### config.mk
export PLATFORM = sky130hd
export DESIGN_NAME = bus_reg_writer
export DESIGN_NICKNAME = d
export VERILOG_FILES = /design/src/rtl/bus_reg_writer.sv
export SDC_FILE = /design/constraint.sdc
export NUM_CORES = 1
export LEC_CHECK = 0
export BUFFER_PORTS_ARGS = -buffer_cell sky130_fd_sc_hd__buf_2
export CAP_MARGIN = 40
export CORE_AREA = 2 2 241 480
export CTS_BUF_LIST = sky130_fd_sc_hd__clkbuf_8
export DETAILED_ROUTE_END_ITERATION = 6
export DIE_AREA = 0 0 243 482
export GPL_TIMING_DRIVEN = 0
export SETUP_SLACK_MARGIN = 0.2
export SLEW_MARGIN = 25
export SYNTH_ARGS = -nofsm -noshare
export SYNTH_HDL_FRONTEND = slang
export SYNTH_SLANG_ARGS = --single-unit
export TNS_END_PERCENT = 30
### constraint.sdc
create_clock -name clock -period 29.9 [get_ports clock]
set_input_delay 4.485 -clock clock [delete_from_list [all_inputs] [get_ports clock]]
set_output_delay 4.485 -clock clock [all_outputs]
set_load 0.05 [all_outputs]
### src/rtl/bus_reg_writer.sv
// bus_reg_writer
//   Destination side of the 32-source bus multiplexer. Write requests
//   (5-bit destination code, 32-bit value) arrive over a valid/ready
//   handshake. They are queued in a small FIFO and retired one per clock
//   into the writable register bank:
//     codes 0-15 = R0-R15, 16 = HI, 17 = LO, 18 = Z_HI, 19 = Z_LO,
//     20 = PC, 21 = MDR.
//   Codes 22-31 are read-only or unused. A write to one of them is dropped
//   and flagged on err_ro.
//
// Ports
//   clock       rising-edge clock
//   clear       asynchronous active-high reset
//   wr_valid    write request present
//   wr_ready    request can be accepted this cycle (registered state only)
//   wr_dest     destination code, same encoding as the bus mux select
//   wr_data     value to write
//   bank_flat   22x32 bank contents; code k occupies bits [32k+31:32k]
//   wr_strobe   one-hot, names the register that changed at the last edge
//   err_ro      one-cycle pulse: the retired request targeted a read-only code
//   fifo_count  number of queued entries
module bus_reg_writer #(
   parameter int FIFO_DEPTH = 4
) (
   input  logic                          clock,
   input  logic                          clear,
   input  logic                          wr_valid,
   output logic                          wr_ready,
   input  logic [4:0]                    wr_dest,
   input  logic [31:0]                   wr_data,
   output logic [703:0]                  bank_flat,
   output logic [21:0]                   wr_strobe,
   output logic                          err_ro,
   output logic [$clog2(FIFO_DEPTH):0]   fifo_count
);

   localparam int PTR_W  = $clog2(FIFO_DEPTH);
   localparam int CNT_W  = PTR_W + 1;
   localparam int NREGS  = 22;

   // Queue storage is data only and is not reset; the valid entries are
   // tracked by the pointers and the count.
   logic [4:0]        fifo_dest_q [FIFO_DEPTH];
   logic [31:0]       fifo_data_q [FIFO_DEPTH];

   logic [PTR_W-1:0]  head_q, head_d;
   logic [PTR_W-1:0]  tail_q, tail_d;
   logic [CNT_W-1:0]  count_q, count_d;

   logic [31:0]       bank_q [NREGS];
   logic [31:0]       bank_d [NREGS];
   logic [21:0]       strobe_q, strobe_d;
   logic              err_q, err_d;

   logic              push;
   logic              pop;
   logic [4:0]        head_dest;
   logic [31:0]       head_data;

   // Fullness and emptiness come from the count, never from pointer equality.
   assign wr_ready  = (count_q < CNT_W'(FIFO_DEPTH));
   assign push      = wr_valid && wr_ready;
   assign pop       = (count_q != '0);
   assign head_dest = fifo_dest_q[head_q];
   assign head_data = fifo_data_q[head_q];

   // ---- next-state: pointers and count ----
   always_comb begin
      head_d  = head_q;
      tail_d  = tail_q;
      count_d = count_q;
      if (pop) begin
         head_d = head_q + PTR_W'(1);
      end
      if (push) begin
         tail_d = tail_q + PTR_W'(1);
      end
      // A push and a pop on the same edge leave the count unchanged.
      case ({push, pop})
         2'b10:   count_d = count_q + CNT_W'(1);
         2'b01:   count_d = count_q - CNT_W'(1);
         default: count_d = count_q;
      endcase
   end

   // ---- next-state: retire the head entry into the bank ----
   // The head is read from registered storage, so an entry pushed on this
   // edge cannot be retired on the same edge (no bypass).
   always_comb begin
      for (int k = 0; k < NREGS; k++) begin
         bank_d[k] = bank_q[k];
      end
      strobe_d = '0;
      err_d    = 1'b0;
      if (pop) begin
         if (head_dest < 5'(NREGS)) begin
            for (int k = 0; k < NREGS; k++) begin
               if (head_dest == 5'(k)) begin
                  bank_d[k]   = head_data;
                  strobe_d[k] = 1'b1;
               end
            end
         end else begin
            err_d = 1'b1;
         end
      end
   end

   // ---- registers ----
   always_ff @(posedge clock or posedge clear) begin
      if (clear) begin
         head_q   <= '0;
         tail_q   <= '0;
         count_q  <= '0;
         strobe_q <= '0;
         err_q    <= 1'b0;
         for (int k = 0; k < NREGS; k++) begin
            bank_q[k] <= '0;
         end
      end else begin
         head_q   <= head_d;
         tail_q   <= tail_d;
         count_q  <= count_d;
         strobe_q <= strobe_d;
         err_q    <= err_d;
         for (int k = 0; k < NREGS; k++) begin
            bank_q[k] <= bank_d[k];
         end
      end
   end

   always_ff @(posedge clock) begin
      if (push) begin
         fifo_dest_q[tail_q] <= wr_dest;
         fifo_data_q[tail_q] <= wr_data;
      end
   end

   // ---- outputs ----
   for (genvar k = 0; k < NREGS; k++) begin : g_flat
      assign bank_flat[32*k +: 32] = bank_q[k];
   end

   assign wr_strobe  = strobe_q;
   assign err_ro     = err_q;
   assign fifo_count = count_q;

endmodule
==> metrics.txt <==
status=finished clean; cts hold-fix bufs=0; Max Slew Vio Count=0; routed wl met2=52.8 mm; Clock Sinks=882; GP Congestion=0.765; Worst setup SP type=flip-flop; Critical Path Sink Type=output pin; Final Cycle Share=0.205; fillers=10,849; Initial Utilization=0.297; fin crit period=6140 ps; synth unique cells=36; vias in the first global route=20,758; clock-pin transition on the worst setup and hold timing paths=60 ps; Synth area leaders=dfrtp_1 (54%), mux2_2 (17%), edfxtp_1 (13%); Hold/Removal Path Class=flip-flop to flip-flop; Pre-antenna DRT Iters=6; Multi-input gate area=9990 um2; Antenna Violating Nets Remaining=0; CTS buffer count=134; fmax=0.163 GHz; Seq/Total Area, Yosys=0.677; row count=175; final hold viol count=0; final WL=107 mm; Yosys top cell area share=0.545; CP required=25,420 ps; DR iter-0 viols=720; Post-route DRC=0; final setup fails=0; Synth async-reset ratio=0.832; Die Width=243 um; Reg area=22,800 um2; first-pass GRT wire length=153 mm; Layout Nets=2,840; commonest non-fill, non-tap cells in the layout=buf_2 (803), dfrtp_1 (734), mux2_2 (501), mux2_4 (203), clkbuf_8 (160); met3 routed WL=8.01 mm; Synth area leader=dfrtp_1; post-cts gate resize count=0; worst skew pair latency=840 ps; unrepaired setup endpoints after global routing=false; post-DP HPWL=77.6 mm; Tightest Pin Transition=858 ps; Post-Synthesis Net Count=1,907; maximum clock path buffer count=3; Yosys reg bits=882; DR WL/cell=24.1 um; num ports=771; commonest non-fill, non-tap cell in the layout=buf_2; grt total ovfl=0; post-synth design cell area=33,700 um2; global-route usage over all layers=0.181; synthesized area per cell=18.1 um2; largest net degree at the start of global routing=100; H-tree Lvls=4; MaxCap Viol Count=0; top sig layer=met5; WS Path Type=flip-flop to output pin; Layout area overhead=26.6%; met1 WL=41.5 mm; Post-synth top flop=dfrtp_1; Synth Warn #=0; layout cell share with drive strength beyond 1=0.624; pre-CTS WS=23,180 ps; CTS tree=done; setup repair bufs after CTS=0; CTS root buffer=clkbuf_8; cells after synthesis=1,861; initial antenna violation count=28; clock skew=31.4 ps; Post-synth EDFFs=148; Vias/cell=4.46; crit path DAT=1650 ps; die footprint=117,000 um2; Core Util, Final=0.376; count of input and output buffers=770; via count=19,713; core area=113,000 um2; setup ws final=23,760 ps; slew margin rel.=0.428; Crit Path Max Fanout=4; Die H=482 um
flip-flops by register name, indices dropped and copies added, names as in the netlist:
name / cells
bank_flat: 704
fifo_data_q: 128
wr_strobe: 22
fifo_dest_q: 20
fifo_count: 3
head_q: 2
tail_q: 2
err_ro: 1
logic make-up (layout without fill, tap and decap cells):
kind of cell    after synthesis  count (layout)  synth area share
compound gates                2               2          0.000297
xor+xnor                      6               6           0.00156
mux                         742             742             0.283
flops                       882             882             0.677
fa+ha+maj                     6               6           0.00245
simple gates                 47              47           0.00869
other cells                   0              12                 0
buf+inv                     176            1217            0.0272
routing by layer:
metal,vias up,global-route usage
met2,794,0.306
met5,-,0
li1,8519,-
met1,10163,0.209
met3,213,0.0580
met4,24,0.0781
layout make-up:
class	instances	area share
tap	1504	0.0441
buffer	153	0.0197
sequential	882	0.535
inverter	23	0.00220
timing repair buffer	797	0.102
clock inverter	84	0.0112
antenna	12	0.000704
clock buffer	160	0.0516
multi-input combinational	803	0.234
critical path, stage by stage, from the launching register on:
cell and delay [ps]:
dfrtp_1 430, inv_1 110, buf_2 300
metrics by stage:
step	instance area (um2)	TNS (ps)	cells	hold slack (ps)
floorplan	33700	0	1861	580
global placement	39400	-2690440	4135	484
detailed placement	39900	0	4160	486
CTS	42600	0	4404	501
global route	42600	0	4409	511
finish	42700	0	4418	496
path summary, 6_finish.rpt:
path,from,to,slack [ps],cells past startpoint
min in group asynchronous,clear,bank_flat[330]$_DFFE_PP0P_,3640,2
hold / removal,bank_flat[656]$_DFFE_PP0P_,bank_flat[656]$_DFFE_PP0P_,500,1
setup reg to reg,head_q[1]$_DFFE_PP0P_,bank_flat[674]$_DFFE_PP0P_,25880,8
max in group asynchronous,clear,bank_flat[567]$_DFFE_PP0P_,24020,6
hold reg to reg,bank_flat[656]$_DFFE_PP0P_,bank_flat[656]$_DFFE_PP0P_,500,1
setup / recovery,fifo_count[2]$_DFFE_PP0P_,wr_ready,23760,2
Yosys cell counts, types with 3 or more instances:
cell,instances
nor2b_1,3
buf_2,32
clkbuf_1,86
mux2_4,203
nor2_2,4
or4b_1,3
mux2_2,501
or2_1,7
mux4_2,36
buf_1,6
nand2_1,6
edfxtp_1,148
xnor2_1,5
ha_1,5
dfrtp_1,734
inv_1,23
and2_1,4
buf_6,29
nand2b_1,5
nor2_1,5
Power is left out: the tool's default activity adds up to more than one toggle a clock period on the data nets, which glitch-free logic cannot reach.
